--- src/rtl/shift_add_mult_ctrl_pkg.sv ---
// rtl/shift_add_mult_ctrl_pkg.sv - shared state encoding and default widths for the shift-add multiplier
package shift_add_mult_ctrl_pkg;

  // Default operand width and product / shift-register word width
  localparam int NSIZE_DEF = 8;
  localparam int MSIZE_DEF = 16;

  // Controller states; the encoding is fixed so other blocks can decode it
  typedef enum logic [1:0] {
    S_IDLE = 2'd0,
    S_LOAD = 2'd1,
    S_RUN  = 2'd2,
    S_DONE = 2'd3
  } state_t;

endpackage

--- src/rtl/shift_add_mult_ctrl_accum.sv ---
// rtl/shift_add_mult_ctrl_accum.sv - accumulator and right-shifting multiplier register
module sa_accum
  import shift_add_mult_ctrl_pkg::*;
#(
  parameter int Nsize = NSIZE_DEF,
  parameter int Msize = MSIZE_DEF
) (
  input  logic             Clk,
  input  logic             Clr_n,
  input  logic             clear,
  input  logic             step,
  input  logic [Nsize-1:0] A,
  input  logic [Msize-1:0] Q_in,
  output logic [Msize-1:0] acc
);

  logic [Nsize-1:0] mreg;
  logic [Msize-1:0] acc_q;

  // acc is the running sum including the partial product of the current
  // step, so the controller can register the final product on the last edge
  assign acc = mreg[0] ? (acc_q + Q_in) : acc_q;

  // Capture the multiplier on clear; on each step fold in the partial product
  // and retire the consumed multiplier bit
  always_ff @(posedge Clk or negedge Clr_n) begin
    if (!Clr_n) begin
      mreg  <= '0;
      acc_q <= '0;
    end else if (clear) begin
      mreg  <= A;
      acc_q <= '0;
    end else if (step) begin
      acc_q <= acc;
      mreg  <= mreg >> 1;
    end
  end

endmodule

--- src/rtl/shift_add_mult_ctrl.sv ---
// rtl/shift_add_mult_ctrl.sv - shift-and-add multiplier controller driving an external shift register
module shift_add_mult_ctrl
  import shift_add_mult_ctrl_pkg::*;
#(
  parameter int Nsize = NSIZE_DEF,
  parameter int Msize = MSIZE_DEF
) (
  input  logic             Clk,
  input  logic             Clr_n,
  input  logic             Start,
  input  logic [Nsize-1:0] A,
  input  logic [Msize-1:0] Q_in,
  output logic             Ld,
  output logic             Sh,
  output logic             Di,
  output logic             Busy,
  output logic             Done,
  output logic [Msize-1:0] P
);

  localparam int CW = (Nsize > 1) ? $clog2(Nsize) : 1;
  localparam logic [CW-1:0] LAST = CW'(Nsize - 1);

  state_t          state;
  logic [CW-1:0]   cnt;
  logic            accept;
  logic            step;
  logic [Msize-1:0] acc;

  // A new operation is only taken when idle or finishing; Start while busy is dropped
  assign accept = ((state == S_IDLE) || (state == S_DONE)) && Start;
  assign step   = (state == S_RUN);

  sa_accum #(
    .Nsize(Nsize),
    .Msize(Msize)
  ) u_accum (
    .Clk  (Clk),
    .Clr_n(Clr_n),
    .clear(accept),
    .step (step),
    .A    (A),
    .Q_in (Q_in),
    .acc  (acc)
  );

  // Controller FSM; outputs are registered from the next state so they are pure Moore
  always_ff @(posedge Clk or negedge Clr_n) begin
    if (!Clr_n) begin
      state <= S_IDLE;
      cnt   <= '0;
      P     <= '0;
      Ld    <= 1'b0;
      Sh    <= 1'b0;
      Di    <= 1'b0;
      Busy  <= 1'b0;
      Done  <= 1'b0;
    end else begin
      case (state)
        S_IDLE, S_DONE: begin
          if (Start) begin
            state <= S_LOAD;
            cnt   <= '0;
            Ld    <= 1'b1;
            Sh    <= 1'b0;
            Di    <= 1'b0;
            Busy  <= 1'b1;
            Done  <= 1'b0;
          end else begin
            state <= S_IDLE;
            Ld    <= 1'b0;
            Sh    <= 1'b0;
            Di    <= 1'b0;
            Busy  <= 1'b0;
            Done  <= 1'b0;
          end
        end
        S_LOAD: begin
          state <= S_RUN;
          Ld    <= 1'b0;
          Sh    <= 1'b1;
          Di    <= 1'b1;
          Busy  <= 1'b1;
          Done  <= 1'b0;
        end
        S_RUN: begin
          if (cnt == LAST) begin
            state <= S_DONE;
            P     <= acc;
            Ld    <= 1'b0;
            Sh    <= 1'b0;
            Di    <= 1'b0;
            Busy  <= 1'b0;
            Done  <= 1'b1;
          end else begin
            cnt <= cnt + CW'(1);
          end
        end
        default: begin
          state <= S_IDLE;
          Ld    <= 1'b0;
          Sh    <= 1'b0;
          Di    <= 1'b0;
          Busy  <= 1'b0;
          Done  <= 1'b0;
        end
      endcase
    end
  end

endmodule

--- config.mk ---
export PLATFORM = sky130hd
export DESIGN_NAME = shift_add_mult_ctrl
export DESIGN_NICKNAME = d
export VERILOG_FILES = /design/src/rtl/shift_add_mult_ctrl_pkg.sv /design/src/rtl/shift_add_mult_ctrl_accum.sv /design/src/rtl/shift_add_mult_ctrl.sv
export SDC_FILE = /design/constraint.sdc
export NUM_CORES = 1
export LEC_CHECK = 0
export ABC_AREA = 0
export CAP_MARGIN = 20
export CORE_ASPECT_RATIO = 2
export CORE_MARGIN = 2
export CORE_UTILIZATION = 58
export CTS_CLUSTER_SIZE = 20
export DETAILED_ROUTE_END_ITERATION = 8
export PLACE_DENSITY = 0.85
export SLEW_MARGIN = 20
export SYNTH_ARGS = -nofsm -noshare
export SYNTH_HDL_FRONTEND = slang
export SYNTH_SLANG_ARGS = --single-unit
--- constraint.sdc ---
create_clock -name Clk -period 3.9 [get_ports Clk]
set_input_delay 0.585 -clock Clk [delete_from_list [all_inputs] [get_ports Clk]]
set_output_delay 0.585 -clock Clk [all_outputs]
set_load 0.005 [all_outputs]
==> results.py, run 1 <==
metrics = {
    "logic_synthesis": {
        "synthMuxAreaShare_pct": 8.17,
        "synthSimpleGateAreaFrac_pct": 19.3,
        "synth.distinct_cells": 46,
        "synthTopCellsByCount": "nand2_1, dfrtp_1, o21ai_0, a21oi_1, mux2i_1",
        "synth_fa_ha_area_share_pct": 8.37,
        "seq_area_frac_synth_pct": 39.8,
        "synth_top_cell_by_area": "dfrtp_1",
        "async_flop_share_pct": 100,
        "syn_area_um2": 3080,
        "yosysWarningCount": 0,
        "yosys.area.top_type_share_pct": 39.8,
        "synth_most_common_cell": "nand2_1",
        "synth-edff-count": 0,
        "synthFlopType": "dfrtp_1",
        "synth.area.top_cells": "dfrtp_1, nand2_1, mux2i_1",
        "synth_nets": 392,
        "synth_top_family_by_area": "simple AND/OR/NAND/NOR gates",
        "synth_xor_area_share_pct": 2.56,
        "synth-seq-cells": 49,
        "syn_avg_cell_area_um2": 8.93,
        "synth_compound_area_share_pct": 18.8,
        "syn_inst": 345,
    },
    "floorplan": {
        "ios": 48,
        "die_width_um": 55.5,
        "placementRows": 37,
        "die_h_um": 107,
        "start_util_pct": 59.9,
        "coreArea_um2": 5140,
        "fp.dieArea_um2": 5940,
    },
    "sta": {
        "setup_viol": 0,
        "hold_viol_final": 0,
        "rsz0062_at_grt": "no",
        "fin_skew_ps": 11.7,
        "slew_headroom_pct": 36.4,
        "max_slew.worst_pin.slew_ps": 954,
        "finalCritPeriodShare_pct": 72.7,
        "min_period_ps": 2840,
        "fin_tns_setup_ps": 0,
        "fmax_mhz": 353,
        "slew_viol_final": 0,
    },
    "detailed_routing": {
        "routed_via_density": 5.85,
        "routed_wirelength_um": 6640,
        "ant_nets": 0,
        "detail_route.drc_violations": 0,
        "drtPass1Iterations": 4,
        "vias": 2586,
        "drtIter0Drc": 91,
        "wl_per_cell_um": 15.0,
    },
    "setup_path": {
        "critical_path_class": "primary input to flip-flop",
        "crit_required_ps": 4130,
        "cp-end-kind": "flip-flop",
        "critPathLaunch": "Q_in[0]",
        "crit_fanout": 4,
        "rr_startpoint": "u_accum.acc_q[0]$_DFFE_PN0P_",
        "r2r_cells": 9,
        "cp-start-kind": "primary input",
        "cp.arrival_ps": 3070,
    },
    "clock_tree": {
        "cts_hold_buffers": 0,
        "ctsResizeCount": 0,
        "clkTransAtPathRegs_ps": 100,
        "cts.sinks": 49,
        "numCtsBuffers": 5,
        "clkLatencyLatePin_ps": 320,
        "post_cts_buffers": 0,
        "cts_max_level": 2,
        "cts_tree": "done",
        "root_buffer": "clkbuf_8",
        "clockBufferDepth": 2,
    },
    "grt": {
        "antenna_found_initial": 0,
        "grt_max_degree": 50,
        "grtUsageTotal_pct": 24.4,
        "overflow": 0,
        "grt_pass1_vias": 2587,
        "grt_pass1_wl_um": 11400,
    },
    "cells_and_area": {
        "antenna_cells": 0,
        "nNetsFinal": 430,
        "drive_above_1_share_pct": 6.25,
        "fill_cells": 399,
        "final_util_pct": 71.3,
        "area_growth_syn_to_layout_pct": 19.0,
    },
    "placement": {
        "port-buffer-count": 47,
        "dp_hpwl_um": 4710,
        "gp_congestion": 0.852,
    },
    "power_and_ir_drop": {
        "cellPowerDensity_nw_per_um2": 695,
        "ir_drop_v": 0.000628,
        "power_leakage_nw": 1.61,
    },
    "min_path": {
        "holdCritPathClass": "primary input to asynchronous set/reset pin",
    },
    "outcome": {
        "status": "finished, final reports clean",
    },
    "run": {
        "cap_violations": 0,
    },
}
sequential cells by signal, indices dropped and copies added (netlist names):
| register | flops |
|---|---|
| Ld | 1 |
| Busy | 1 |
| cnt | 3 |
| Done | 1 |
| u_accum.mreg | 8 |
| state | 2 |
| Di | 1 |
| P | 16 |
| u_accum.acc_q | 16 |
kinds of logic after synthesis:
family                   after synthesis
AND/OR/NAND/NOR                      127
buffers and inverters                 22
AO/OA/AOI/OAI                         93
XOR/XNOR                               9
multiplexers                          25
flip-flops                            49
adder cells (fa/ha/maj)               20
worst paths after layout:
kind,to,slack (ps)
worst max-delay path,u_accum.acc_q[14]$_DFFE_PN0P_,1060
worst min-delay path,P[3]$_DFFE_PN0P_,270
worst max register to register,u_accum.acc_q[14]$_DFFE_PN0P_,1350
worst min register to register,P[12]$_DFFE_PN0P_,480
max in group asynchronous,cnt[2]$_DFFE_PN0P_,3200
min in group Clk,P[12]$_DFFE_PN0P_,480
metal layers:
| metal | GRT usage (%) | part of all wire [%] |
|---|---|---|
| met1 | 25.2 | 40 |
| met2 | 45.7 | 55 |
| met3 | 4.83 | 3.2 |
| met4 | 11.3 | 2.2 |
| met5 | 0 | 0 |
power by group:
part           total [mW]  internal [mW]  switching, mW
sequential          0.862          0.716          0.146
combinational        1.34          0.640          0.703
clock               0.340          0.161          0.180
total                2.55           1.52           1.03
placed cells by master, fill, tap and decap left out, types with 3 or more instances in the layout:
| cell type | count |
|---|---|
| nand2_1 | 71 |
| dfrtp_1 | 49 |
| clkdlybuf4s50_1 | 46 |
| o21ai_0 | 34 |
| a21oi_1 | 27 |
| mux2i_1 | 24 |
| ha_1 | 19 |
| nor2_1 | 18 |
| nor3b_1 | 8 |
| nor2b_1 | 7 |
| clkbuf_8 | 7 |
| xnor2_1 | 6 |
| nand2b_1 | 6 |
| nand3_1 | 4 |
| a21o_1 | 4 |
| a21oi_2 | 4 |
| buf_4 | 4 |
| inv_1 | 3 |
| nand4_1 | 3 |
| a31oi_1 | 3 |
| a22oi_1 | 3 |
| a211oi_1 | 3 |
| xor2_1 | 3 |
per-stage QoR:
| step | total power [mW] | cell area (um^2) | hold WS, ps | setup slack [ps] | cells |
|---|---|---|---|---|---|
| after global placement | 2.16 | 3560 | 460 | 816 | 434 |
| after CTS | 2.56 | 3660 | 490 | 1080 | 442 |
| final | 2.55 | 3660 | 269 | 1060 | 442 |
| after global routing | 2.76 | 3660 | 321 | 812 | 442 |
| after detailed placement | 2.22 | 3560 | 467 | 724 | 434 |
| after floorplan | 1.77 | 3080 | 289 | 1390 | 345 |
worst max-delay path, stage by stage:
cell,delay [ps]
clkdlybuf4s50_1,400
ha_1,220
fa_1,440
a211oi_2,300
o21bai_2,110
a21oi_2,230
o21bai_2,120
a311oi_2,370
nor2_1,100
a211oi_1,180
final cells by class:
class                      count  area (um^2)  area share [%]
clock buffer                   7         96.3            2.63
clock inverter                 1         5.00           0.137
multi-input combinational    274         1760            48.1
inverter                       3         11.3           0.307
sequential                    49         1230            33.5
tap                           58         72.6            1.98
timing repair buffer          50          490            13.4
Note: power is estimated with default switching activity, not from simulation.
==> run 2: changes to the inputs <==
--- a/config.mk
+++ b/config.mk
@@ -9,10 +9,10 @@
 export CAP_MARGIN = 20
 export CORE_ASPECT_RATIO = 2
 export CORE_MARGIN = 2
-export CORE_UTILIZATION = 58
+export CORE_UTILIZATION = 54
 export CTS_CLUSTER_SIZE = 20
 export DETAILED_ROUTE_END_ITERATION = 8
-export PLACE_DENSITY = 0.85
+export PLACE_DENSITY = 0.8
 export SLEW_MARGIN = 20
 export SYNTH_ARGS = -nofsm -noshare
 export SYNTH_HDL_FRONTEND = slang
==> constraint.sdc (replaced) <==
create_clock -name Clk -period 2.9 [get_ports Clk]
set_input_delay 0.435 -clock Clk [delete_from_list [all_inputs] [get_ports Clk]]
set_output_delay 0.435 -clock Clk [all_outputs]
set_load 0.005 [all_outputs]
==> results.py, run 2 (synthesized netlist as in run 1, its figures left out) <==
metrics = {
    "min_path": {
        "holdCritPathClass": "primary input to asynchronous set/reset pin",
    },
    "sta": {
        "fmax_mhz": 379,
        "setup_viol": 0,
        "slew_viol_final": 0,
        "rsz0062_at_grt": "no",
        "fin_tns_setup_ps": 0,
        "slew_headroom_pct": 56.7,
        "hold_viol_final": 0,
        "min_period_ps": 2640,
        "fin_skew_ps": 10.4,
        "max_slew.worst_pin.slew_ps": 649,
        "fin_ws_ps": 260,
        "finalCritPeriodShare_pct": 91.1,
    },
    "setup_path": {
        "cp_common_cell": "o21bai_2",
        "max_stage_delay_ps": 420,
        "cp_cell_sequence": "clkdlybuf4s50_1 > ha_1 > fa_1 > a211oi_2 > o21bai_2 > a21oi_2 > o21bai_2 > a311oi_4 > nor2_1 > a211oi_1",
        "crit_required_ps": 3110,
        "critPathSlowestCell": "clkdlybuf4s50_1",
        "cp.arrival_ps": 2850,
        "cp-end-kind": "flip-flop",
        "critical_path_class": "primary input to flip-flop",
        "critPathLaunch": "Q_in[0]",
        "crit_fanout": 4,
        "rr_startpoint": "u_accum.acc_q[0]$_DFFE_PN0P_",
        "cp-start-kind": "primary input",
    },
    "run": {
        "cap_violations": 0,
    },
    "floorplan": {
        "coreArea_um2": 5470,
        "start_util_pct": 56.3,
        "die_h_um": 111,
        "placementRows": 38,
        "ios": 48,
        "fp.dieArea_um2": 6360,
        "die_width_um": 57.4,
    },
    "placement": {
        "post-place-ws_ps": -86.0,
        "gp_congestion": 0.869,
        "port-buffer-count": 47,
        "dp_hpwl_um": 5200,
    },
    "cells_and_area": {
        "most-common-layout-cells": "nand2_1, dfrtp_1, clkdlybuf4s50_1",
        "top_regs": "P x16, u_accum.acc_q x16, u_accum.mreg x8",
        "nNetsFinal": 439,
        "antenna_cells": 0,
        "drive_above_1_share_pct": 8.40,
        "final_common_cell": "nand2_1",
        "area_growth_syn_to_layout_pct": 22.6,
    },
    "clock_tree": {
        "cts_tree": "done",
        "root_buffer": "clkbuf_8",
        "numCtsBuffers": 5,
        "post_cts_buffers": 0,
        "ctsResizeCount": 0,
        "clkTransAtPathRegs_ps": 100,
        "cts_max_level": 2,
        "cts_hold_buffers": 0,
        "clockBufferDepth": 2,
        "cts.sinks": 49,
        "clkLatencyLatePin_ps": 320,
    },
    "grt": {
        "overflow": 0,
        "grtUsageTotal_pct": 23.8,
        "grt_pass1_wl_um": 12000,
        "antenna_found_initial": 0,
        "grt_max_degree": 32,
        "grt_pass1_vias": 2692,
    },
    "detailed_routing": {
        "detail_route.drc_violations": 0,
        "vias": 2632,
        "routed_wirelength_um": 7030,
        "drtIter0Drc": 88,
        "routed_via_density": 5.81,
        "drtPass1Iterations": 4,
        "wl_per_cell_um": 15.5,
        "ant_nets": 0,
    },
    "power_and_ir_drop": {
        "ir_drop_v": 0.000827,
        "power_leakage_nw": 1.67,
        "cellPowerDensity_nw_per_um2": 960,
    },
    "outcome": {
        "status": "finished, final reports clean",
    },
}
## run 2: cell type report
class                   count  area, um^2
clock buffers               5        68.8
clock inverters             3        65.1
fillers                   441        1690
inverters                   3        11.3
multi-input cells         274        1770
flip-flops and latches     49        1230
well taps                  60        75.1
repair buffers             59         556
## run 2: metal layers
| metal | global-route usage (%) | vias to the layer above | share of wire (%) |
|---|---|---|---|
| met1 | 25.8 | 1261 | 39 |
| met2 | 43.3 | 49 | 55 |
| li1 | - | 1308 | - |
| met5 | 0 | - | 0 |
| met3 | 4.08 | 14 | 3.2 |
| met4 | 9.77 | 0 | 2.4 |
## run 2: metrics by stage
stage               utilization [%]  power (mW)  instances  hold slack, ps  cell area (um^2)
finish                         69.1        3.62        453            29.7              3780
global route                   69.1        3.91        453            73.2              3780
CTS                            68.9        3.63        453            50.7              3760
detailed placement             66.4        3.04        445             398              3630
global placement               66.4        2.98        445             389              3630
floorplan                         -        2.38        345             139              3080
## run 2: critical path: cells and delay by family
kind,cells,cell delay [ps]
buffers and inverters,1,420
AOI/OAI and AO/OA,6,1260
adders and majority gates,2,650
and+or+nand+nor,1,100
## run 2: worst paths after layout
path | to | slack [ps] | cells after the start
worst min-delay path | P[1]$_DFFE_PN0P_ | 30 | 1
min in group Clk | P[10]$_DFFE_PN0P_ | 480 | 2
max in group asynchronous | cnt[0]$_DFFE_PN0P_ | 2100 | 2
worst min register to register | P[10]$_DFFE_PN0P_ | 480 | 2
worst max-delay path | u_accum.acc_q[14]$_DFFE_PN0P_ | 260 | 10
worst max register to register | u_accum.acc_q[14]$_DFFE_PN0P_ | 400 | 9
## run 2: report_power, final
| part | total [mW] | switching, mW | leakage, nW | internal, mW |
|---|---|---|---|---|
| clock | 0.587 | 0.245 | 0.0681 | 0.343 |
| sequential | 1.17 | 0.202 | 0.594 | 0.963 |
| combinational | 1.87 | 0.966 | 1.00 | 0.904 |
==> run 3: changes to the inputs <==
--- a/config.mk
+++ b/config.mk
@@ -9,10 +9,10 @@
 export CAP_MARGIN = 20
 export CORE_ASPECT_RATIO = 2
 export CORE_MARGIN = 2
-export CORE_UTILIZATION = 54
+export CORE_UTILIZATION = 49
 export CTS_CLUSTER_SIZE = 20
 export DETAILED_ROUTE_END_ITERATION = 8
-export PLACE_DENSITY = 0.8
+export PLACE_DENSITY = 0.77
 export SLEW_MARGIN = 20
 export SYNTH_ARGS = -nofsm -noshare
 export SYNTH_HDL_FRONTEND = slang
==> constraint.sdc (replaced) <==
create_clock -name Clk -period 2.15 [get_ports Clk]
set_input_delay 0.3225 -clock Clk [delete_from_list [all_inputs] [get_ports Clk]]
set_output_delay 0.3225 -clock Clk [all_outputs]
set_load 0.005 [all_outputs]
==> results.py, run 3 (synthesized netlist as in run 1, its figures left out) <==
metrics = {
    "cells_and_area": {
        "drive_above_1_share_pct": 24.8,
        "fill_cells": 421,
        "antenna_cells": 0,
        "most-common-layout-cells": "nand2_1, buf_4, dfrtp_1",
        "area_growth_syn_to_layout_pct": 42.8,
        "final_common_cell": "nand2_1",
        "top_regs": "P x16, u_accum.acc_q x16, u_accum.mreg x8",
        "nNetsFinal": 482,
    },
    "sta": {
        "hold_viol_final": 0,
        "min_period_ps": 2420,
        "max_slew.worst_pin.slew_ps": 580,
        "slew_viol_final": 0,
        "fmax_mhz": 414,
        "fin_skew_ps": 9.33,
        "finalCritPeriodShare_pct": 112,
        "setup_viol": 17,
        "fin_ws_ps": -268,
        "slew_headroom_pct": 61.4,
        "rsz0062_at_grt": "yes",
    },
    "clock_tree": {
        "cts.sinks": 49,
        "cts_hold_buffers": 0,
        "numCtsBuffers": 5,
        "cts_tree": "done",
        "root_buffer": "clkbuf_16",
        "clkLatencyLatePin_ps": 300,
        "cts_max_level": 2,
        "clockBufferDepth": 2,
        "clkTransAtPathRegs_ps": 70,
    },
    "setup_path": {
        "cp_common_cell": "o21bai_2",
        "critPathSlowestCell": "dfrtp_1",
        "critical_path_class": "flip-flop to flip-flop",
        "crit_fanout": 3,
        "crit_required_ps": 2330,
        "cp.arrival_ps": 2600,
        "max_stage_delay_ps": 380,
        "cp_cell_sequence": "ha_2 > fa_2 > a211oi_4 > o21bai_2 > a21oi_2 > o21bai_2 > a311oi_2 > buf_4 > or4b_4 > nand3_2",
        "cp-start-kind": "flip-flop",
        "cp-end-kind": "flip-flop",
    },
    "grt": {
        "overflow": 0,
        "grtUsageTotal_pct": 24.3,
        "grt_max_degree": 29,
        "antenna_found_initial": 0,
        "grt_pass1_wl_um": 12900,
        "grt_pass1_vias": 3003,
    },
    "floorplan": {
        "coreArea_um2": 6060,
        "start_util_pct": 50.8,
        "die_width_um": 60.1,
        "placementRows": 40,
        "fp.dieArea_um2": 6970,
        "die_h_um": 116,
        "ios": 48,
    },
    "run": {
        "cap_violations": 0,
    },
    "power_and_ir_drop": {
        "ir_drop_v": 0.000843,
        "cellPowerDensity_nw_per_um2": 1280,
        "p_total_mw": 5.63,
        "power_leakage_nw": 1.95,
    },
    "placement": {
        "port-buffer-count": 47,
        "gp_congestion": 0.913,
        "post-place-ws_ps": -601,
        "dp_hpwl_um": 5680,
    },
    "outcome": {
        "status": "finished with violations",
        "violations": "setup timing",
    },
    "detailed_routing": {
        "ant_nets": 0,
        "routed_wirelength_um": 8430,
        "drtPass1Iterations": 4,
        "drtIter0Drc": 120,
        "vias": 2906,
        "wl_per_cell_um": 16.2,
        "routed_via_density": 5.59,
        "detail_route.drc_violations": 0,
    },
    "min_path": {
        "holdCritPathClass": "primary input to asynchronous set/reset pin",
    },
}
==> run 3: changes by cell type in the layout (fill, tap and decap cells not counted), moves of 3 or more <==
cell and change:
o21ai_1 +8, ha_4 +6, ha_2 +3, a21oi_2 +3, buf_4 +41, clkbuf_16 +5
clkdlybuf4s50_1 -6, clkbuf_8 -4, a21oi_1 -5, o21ai_0 -9, dlygate4sd2_1 +5, ha_1 -9
==> run 3: worst paths after layout <==
path,from,to,slack (ps),cells past startpoint
hold reg to reg,P[4]$_DFFE_PN0P_,P[4]$_DFFE_PN0P_,480,2
setup / recovery,u_accum.acc_q[0]$_DFFE_PN0P_,P[14]$_DFFE_PN0P_,-270,10
hold / removal,Clr_n,cnt[2]$_DFFE_PN0P_,20,1
min in group Clk,P[4]$_DFFE_PN0P_,P[4]$_DFFE_PN0P_,480,2
max in group asynchronous,Clr_n,P[12]$_DFFE_PN0P_,1590,2
setup reg to reg,u_accum.acc_q[0]$_DFFE_PN0P_,P[14]$_DFFE_PN0P_,-270,10
==> run 3: area by class of cell <==
type / count / area, um^2 / share of cell area (%)
Tap cell: 84 / 105 / 2.39
Timing Repair Buffer: 102 / 891 / 20.3
Inverter: 3 / 11.3 / 0.256
Sequential cell: 49 / 1230 / 27.9
Clock buffer: 6 / 139 / 3.16
Multi-Input combinational cell: 274 / 1990 / 45.2
Clock inverter: 2 / 37.5 / 0.853
==> run 3: power by group <==
group	leakage (nW)	total [mW]	switching (mW)	internal, mW
clock network	0.0831	0.932	0.351	0.581
registers	0.594	1.57	0.267	1.30
logic	1.28	3.13	1.56	1.57
==> run 3: worst max-delay path: cells and delay by family (launching register included) <==
kind	cells	cell delay (ps)
flip-flops	1	380
adder cells (fa/ha/maj)	2	560
AND/OR/NAND/NOR	2	170
buffers and inverters	1	180
AO/OA/AOI/OAI	5	1020
==> run 3: through the flow <==
| stage | instance area [um^2] | TNS, ps | util, % | cells | hold WS, ps |
|---|---|---|---|---|---|
| after floorplan | 3080 | -48.5 | - | 345 | 26.9 |
| after global placement | 3950 | -6930 | 65.2 | 505 | 334 |
| after detailed placement | 3950 | -8010 | 65.2 | 505 | 341 |
| after CTS | 4270 | -1270 | 70.5 | 518 | 28.5 |
| after global routing | 4400 | -3270 | 72.6 | 520 | 57.3 |
| final | 4400 | -1280 | 72.6 | 520 | 21.2 |
==> run 3: what timing repair did <==
action | 4_1_cts | 5_1_grt
setup endpoints to repair | 15 | 19
pin swaps | 20 | 25
gates cloned | 0 | 0
setup buffers | 5 | 2
gates resized for setup | 26 | 26
==> run 3: per-layer routing <==
metal  part of all wire, %  global-route usage (%)  vias to the layer above
li1                      -                       -                     1394
met1                    37                    23.3                     1391
met2                    55                    44.9                       89
met3                   3.5                    5.09                       32
met4                   4.7                    14.5                        0
met5                     0                       0                        -
